File: src/rtl/ex_mem_buffer_pkg.sv
// rtl/ex_mem_buffer_pkg.sv - shared widths, occupancy states and entry type for ex_mem_buffer
package ex_mem_buffer_pkg;

    localparam int XLEN_DEF = 64;
    localparam int RD_W_DEF = 5;

    typedef enum logic [1:0] {
        EMPTY = 2'd0,
        ONE   = 2'd1,
        TWO   = 2'd2
    } occ_t;

    typedef struct packed {
        logic zero;
        logic neg;
        logic ovf;
    } flags_t;

    typedef struct packed {
        logic [XLEN_DEF-1:0] result;
        logic                cout;
        flags_t              flags;
        logic [RD_W_DEF-1:0] rd;
        logic                reg_write;
        logic                mem_read;
        logic                mem_write;
        logic [XLEN_DEF-1:0] store_data;
    } entry_t;

endpackage

File: src/rtl/ex_flag_gen.sv
// rtl/ex_flag_gen.sv - combinational zero/negative/signed-overflow flags for the add/sub result
module ex_flag_gen #(
    parameter int XLEN = 64
) (
    input  logic [XLEN-1:0] result,
    input  logic            a_msb,
    input  logic            b_msb,
    input  logic            sub,
    output logic            zero,
    output logic            neg,
    output logic            ovf
);

    assign zero = (result == '0);
    assign neg  = result[XLEN-1];
    // Effective b sign is inverted for subtract; overflow when both effective
    // operand signs agree but the sum sign differs from them.
    assign ovf  = (a_msb == (b_msb ^ sub)) && (result[XLEN-1] != a_msb);

endmodule

File: src/rtl/ex_mem_buffer.sv
// rtl/ex_mem_buffer.sv - 2-entry EX/MEM skid buffer; flags enabled by macro EX_FLAGS_EN
module ex_mem_buffer
    import ex_mem_buffer_pkg::*;
#(
    parameter int XLEN = XLEN_DEF,
    parameter int RD_W = RD_W_DEF
) (
    input  logic            clk,
    input  logic            reset,
    input  logic            flush,
    input  logic            in_valid,
    output logic            in_ready,
    input  logic [XLEN-1:0] alu_result,
    input  logic            alu_cout,
    input  logic [3:0]      alu_control_signal,
    input  logic            a_msb,
    input  logic            b_msb,
    input  logic [RD_W-1:0] rd,
    input  logic            reg_write,
    input  logic            mem_read,
    input  logic            mem_write,
    input  logic [XLEN-1:0] store_data,
    output logic            out_valid,
    input  logic            out_ready,
    output logic [XLEN-1:0] out_result,
    output logic            out_cout,
    output logic [RD_W-1:0] out_rd,
    output logic            out_reg_write,
    output logic            out_mem_read,
    output logic            out_mem_write,
    output logic [XLEN-1:0] out_store_data,
    output logic            out_zero,
    output logic            out_neg,
    output logic            out_ovf
);

    // The entry type is sized by the package defaults.
    if (XLEN != XLEN_DEF || RD_W != RD_W_DEF) begin : g_width_check
        $error("ex_mem_buffer: XLEN/RD_W must match ex_mem_buffer_pkg defaults");
    end

    occ_t   state_q;
    occ_t   state_d;
    entry_t main_q;
    entry_t skid_q;
    entry_t in_entry;
    flags_t in_flags;
    logic   accept;
    logic   xfer;
    logic   load_main;
    logic   load_skid;
    logic   main_from_skid;

`ifdef EX_FLAGS_EN
    logic flag_zero;
    logic flag_neg;
    logic flag_ovf;
    logic unused_ctrl;

    ex_flag_gen #(.XLEN(XLEN)) u_flag_gen (
        .result (alu_result),
        .a_msb  (a_msb),
        .b_msb  (b_msb),
        .sub    (alu_control_signal[3]),
        .zero   (flag_zero),
        .neg    (flag_neg),
        .ovf    (flag_ovf)
    );

    assign in_flags    = '{zero: flag_zero, neg: flag_neg, ovf: flag_ovf};
    assign out_zero    = main_q.flags.zero;
    assign out_neg     = main_q.flags.neg;
    assign out_ovf     = main_q.flags.ovf;
    assign unused_ctrl = ^alu_control_signal[2:0];
`else
    logic unused_flag_inputs;

    // Flag fields are written constant zero and never read, so they reduce away.
    assign in_flags           = '0;
    assign out_zero           = 1'b0;
    assign out_neg            = 1'b0;
    assign out_ovf            = 1'b0;
    assign unused_flag_inputs = ^{alu_control_signal, a_msb, b_msb, main_q.flags, skid_q.flags};
`endif

    assign in_entry = '{
        result:     alu_result,
        cout:       alu_cout,
        flags:      in_flags,
        rd:         rd,
        reg_write:  reg_write,
        mem_read:   mem_read,
        mem_write:  mem_write,
        store_data: store_data
    };

    // Handshake signals come from registered state only.
    assign in_ready  = (state_q != TWO);
    assign out_valid = (state_q != EMPTY);
    assign accept    = in_valid && in_ready && !flush;
    assign xfer      = out_valid && out_ready;

    // Occupancy state register.
    always_ff @(posedge clk or posedge reset) begin
        if (reset) begin
            state_q <= EMPTY;
        end else begin
            state_q <= state_d;
        end
    end

    // Next occupancy and which register captures what; flush overrides everything.
    always_comb begin
        state_d        = state_q;
        load_main      = 1'b0;
        load_skid      = 1'b0;
        main_from_skid = 1'b0;
        if (flush) begin
            state_d = EMPTY;
        end else begin
            case (state_q)
                EMPTY: begin
                    if (accept) begin
                        state_d   = ONE;
                        load_main = 1'b1;
                    end
                end
                ONE: begin
                    if (accept && !xfer) begin
                        state_d   = TWO;
                        load_skid = 1'b1;
                    end else if (!accept && xfer) begin
                        state_d = EMPTY;
                    end else if (accept && xfer) begin
                        load_main = 1'b1;
                    end
                end
                TWO: begin
                    if (xfer) begin
                        state_d        = ONE;
                        main_from_skid = 1'b1;
                    end
                end
                default: begin
                    state_d = EMPTY;
                end
            endcase
        end
    end

    // Entry storage: main feeds the outputs, skid holds the overflow entry.
    always_ff @(posedge clk or posedge reset) begin
        if (reset) begin
            main_q <= '0;
            skid_q <= '0;
        end else begin
            if (load_main) begin
                main_q <= in_entry;
            end else if (main_from_skid) begin
                main_q <= skid_q;
            end
            if (load_skid) begin
                skid_q <= in_entry;
            end
        end
    end

    assign out_result     = main_q.result;
    assign out_cout       = main_q.cout;
    assign out_rd         = main_q.rd;
    assign out_reg_write  = main_q.reg_write;
    assign out_mem_read   = main_q.mem_read;
    assign out_mem_write  = main_q.mem_write;
    assign out_store_data = main_q.store_data;

endmodule

File: config.mk
export PLATFORM = sky130hd
export DESIGN_NAME = ex_mem_buffer
export DESIGN_NICKNAME = d
export VERILOG_FILES = /design/src/rtl/ex_mem_buffer_pkg.sv /design/src/rtl/ex_flag_gen.sv /design/src/rtl/ex_mem_buffer.sv
export SDC_FILE = /design/constraint.sdc
export NUM_CORES = 1
export LEC_CHECK = 0
export ABC_AREA = 1
export CAP_MARGIN = 10
export CORE_MARGIN = 2
export CORE_UTILIZATION = 50
export CTS_CLUSTER_DIAMETER = 60
export DETAILED_ROUTE_END_ITERATION = 16
export PLACE_DENSITY = 0.81
export SYNTH_ARGS = -nofsm -noshare
export SYNTH_HDL_FRONTEND = slang
export SYNTH_HIERARCHICAL = 1
export SYNTH_SLANG_ARGS = --single-unit
export TNS_END_PERCENT = 20
File: constraint.sdc
create_clock -name clk -period 26.9 [get_ports clk]
set_clock_uncertainty 0.15 [all_clocks]
set_input_delay 5.38 -clock clk [delete_from_list [all_inputs] [get_ports clk]]
set_output_delay 5.38 -clock clk [all_outputs]
set_load 0.02 [all_outputs]
==> results.ini <==
[run_status]
status=completed

[worst_setup_path]
max_stage_delay_ns=0.95
critical_path_arrival_ns=8.28
crit_slowest_cell=inv_2
r2r_end=out_result[59]
critical_path.endpoint=out_result[59]
cp_max_fo=151
cpLargestDelayFamily=buffers and inverters
path_buf_inv=2
r2r_slack_ns=23.87
critPathKind=in2reg
end_kind=register
startpoint_type=input pin
required_ns=27.17
path_depth=6
r2r-start=state_q[1]
crit_start=flush
ff2ff_path_depth=5
crit_chain=clkdlybuf4s50_1 -> nor3_4 -> nand2_8 -> inv_2 -> nand2_1 -> o211ai_1

[sta]
worstMarginPinSlew_ns=1.13
clock.fmax_ghz=0.125
period_share=0.298
max_slew_margin=0.250
rsz0062_at_grt=false
finalSetupViolCount=0
setup_slack_ns=18.89
final_hold_viol_count=0
tns_ns=0
slew_viol_final=0
fin_crit_ns=8.01

[synthesis]
yosysSeqAreaShare=0.595
async_flop_share=1.00
ys.flop_type=dfrtp_1
yosysWarningCount=6
synth_commonest_cells=dfrtp_1, nand3_1, nand2_1, inv_1, o211ai_1
synthCells=1241
synth_area_per_cell_um2=9.36
synth_area_leaders=dfrtp_1, nand3_1, o211ai_1, nand2_1, inv_1
synth_edf_count=0
yosys.area.top_type_share=0.595
synth-seq-cells=276
synth.most_common_cell=dfrtp_1
synth_area_leader_cell=dfrtp_1
synth.distinct_cells=19
netlist_area_um2=11600

[die]
num_rows=55
ioPinCount=290
fp.dieArea_um2=24500
core-area_um2=22700
die_x_um=156
start_util=0.511
die_h_um=156

[grt]
grtUsageTotal=0.241
grt_pass1_wl_um=48100
grt_max_degree=152
antenna_found_initial=1
first_global_vias=9769
grt_remaining_overflow=0

[power_and_ir_drop]
p_leak_nw=7.08
p_per_area_nw_per_um2=95.8
peakVddDrop_uv=67.4

[layout]
final_nets=1609
area_delta_synth_final_pct=33.0
multiInputGateArea_um2=3720
layout.cells.non_filler=1769
fin_area_um2=15400
register_area_um2=6910
final_layout_size_suffix_gt1_frac=0.0452
fillCellCount=1782

[place]
post_dp_cell_area_um2=14400
placedCellCount=1714
hpwl_um=18100
place_ws_ns=18.36
port_buffers=280
gp_congestion=0.818

[drt]
postRouteAntennaNets=0
routed_via_density=5.50
drc=0
routed-via-count=9729
first_pass_iters=7
wl_per_cell_um=16.9
drtIter0Drc=727
totalWireLength_um=29900

[worst_hold_path]
min_from=skid_q[44]
timing.hold.worst.class=reg2reg

[clocking]
tritoncts=yes
ctsRootBufferMaster=clkbuf_16
clock_sinks=276
post_cts_buffers=0
clkTransAtPathRegs_ns=0.06
clockBufferDepth=3
clk-insertion-delay-late_ns=0.54
numCtsBuffers=30
ctsResizeCount=0
hold_buffers=0
cts_max_level=1

[run]
cap_violations=0

per-layer routing:
metal | up-vias | routed length (um) | track usage
met2 | 328 | 14600 | 0.403
met3 | 60 | 2520 | 0.0698
met1 | 4711 | 12000 | 0.306
met5 | - | 0 | 0
li1 | 4630 | - | -
met4 | 0 | 774 | 0.0695
flip-flops by register name, summed over array words and instances, names as in the netlist:
register / flops
skid_q: 137
out_result: 64
out_store_data: 64
out_rd: 5
state_q: 2
out_cout: 1
out_mem_read: 1
out_mem_write: 1
out_reg_write: 1
stage by stage:
stage | utilization | power [mW] | hold WS [ns]
floorplan | - | 0.868 | 0.293
global placement | 0.634 | 1.04 | 0.310
detailed placement | 0.634 | 1.06 | 0.322
CTS | 0.680 | 1.49 | 0.338
global route | 0.680 | 1.56 | 0.354
finish | 0.680 | 1.48 | 0.333
cell families after synthesis:
kind of cell           count (synthesis)  synth area share
AOI/OAI and AO/OA                    274             0.147
other                                  1          0.000323
and+or+nand+nor                      439             0.168
buffers and inverters                251            0.0892
DFF                                  276             0.595
where the power goes:
part / leakage [nW] / internal (mW) / total [mW] / switching, mW
Sequential: 3.36 / 0.564 / 0.638 / 0.0738
Combinational: 3.21 / 0.189 / 0.416 / 0.228
Clock: 0.512 / 0.261 / 0.425 / 0.164
worst min path at each step:
stage                      end  slack, ns  depth (start not counted)
floorplan            skid_q[0]       0.29                          2
global placement     skid_q[0]       0.31                          2
detailed placement   skid_q[0]       0.32                          2
CTS                  skid_q[0]       0.34                          2
global route        skid_q[44]       0.35                          2
finish              skid_q[44]       0.33                          2
tightest hold or removal path, delay by kind of cell (launching register included):
family	cells	cell delay, ns
DFF	1	0.34
AOI/OAI and AO/OA	1	0.06
and+or+nand+nor	1	0.05
area by class of cell:
| cell class | instances | area share |
|---|---|---|
| Tap cell | 285 | 0.0231 |
| Antenna cell | 1 | 0.000162 |
| Multi-Input combinational cell | 716 | 0.241 |
| Timing Repair Buffer | 288 | 0.185 |
| Clock inverter | 17 | 0.0144 |
| Inverter | 149 | 0.0367 |
| Clock buffer | 37 | 0.0523 |
| Sequential cell | 276 | 0.447 |
cell usage in the layout (no fill, tap or decap), drive strengths merged:
cell type | synthesis | final
o211ai | 135 | 135
inv | 149 | 151
clkbuf | 29 | 37
bufinv | 0 | 5
dfrtp | 276 | 276
conb | 1 | 3
o2111ai | 1 | 1
nor3 | 1 | 1
a21oi | 46 | 46
clkinvlp | 0 | 1
nand2 | 157 | 157
clkinv | 0 | 9
buf | 73 | 8
nor2 | 49 | 49
diode | 0 | 1
o21ai | 92 | 92
clkdlybuf4s50 | 0 | 280
nand3 | 232 | 232
No activity file was read; power rests on OpenSTA's default activity.
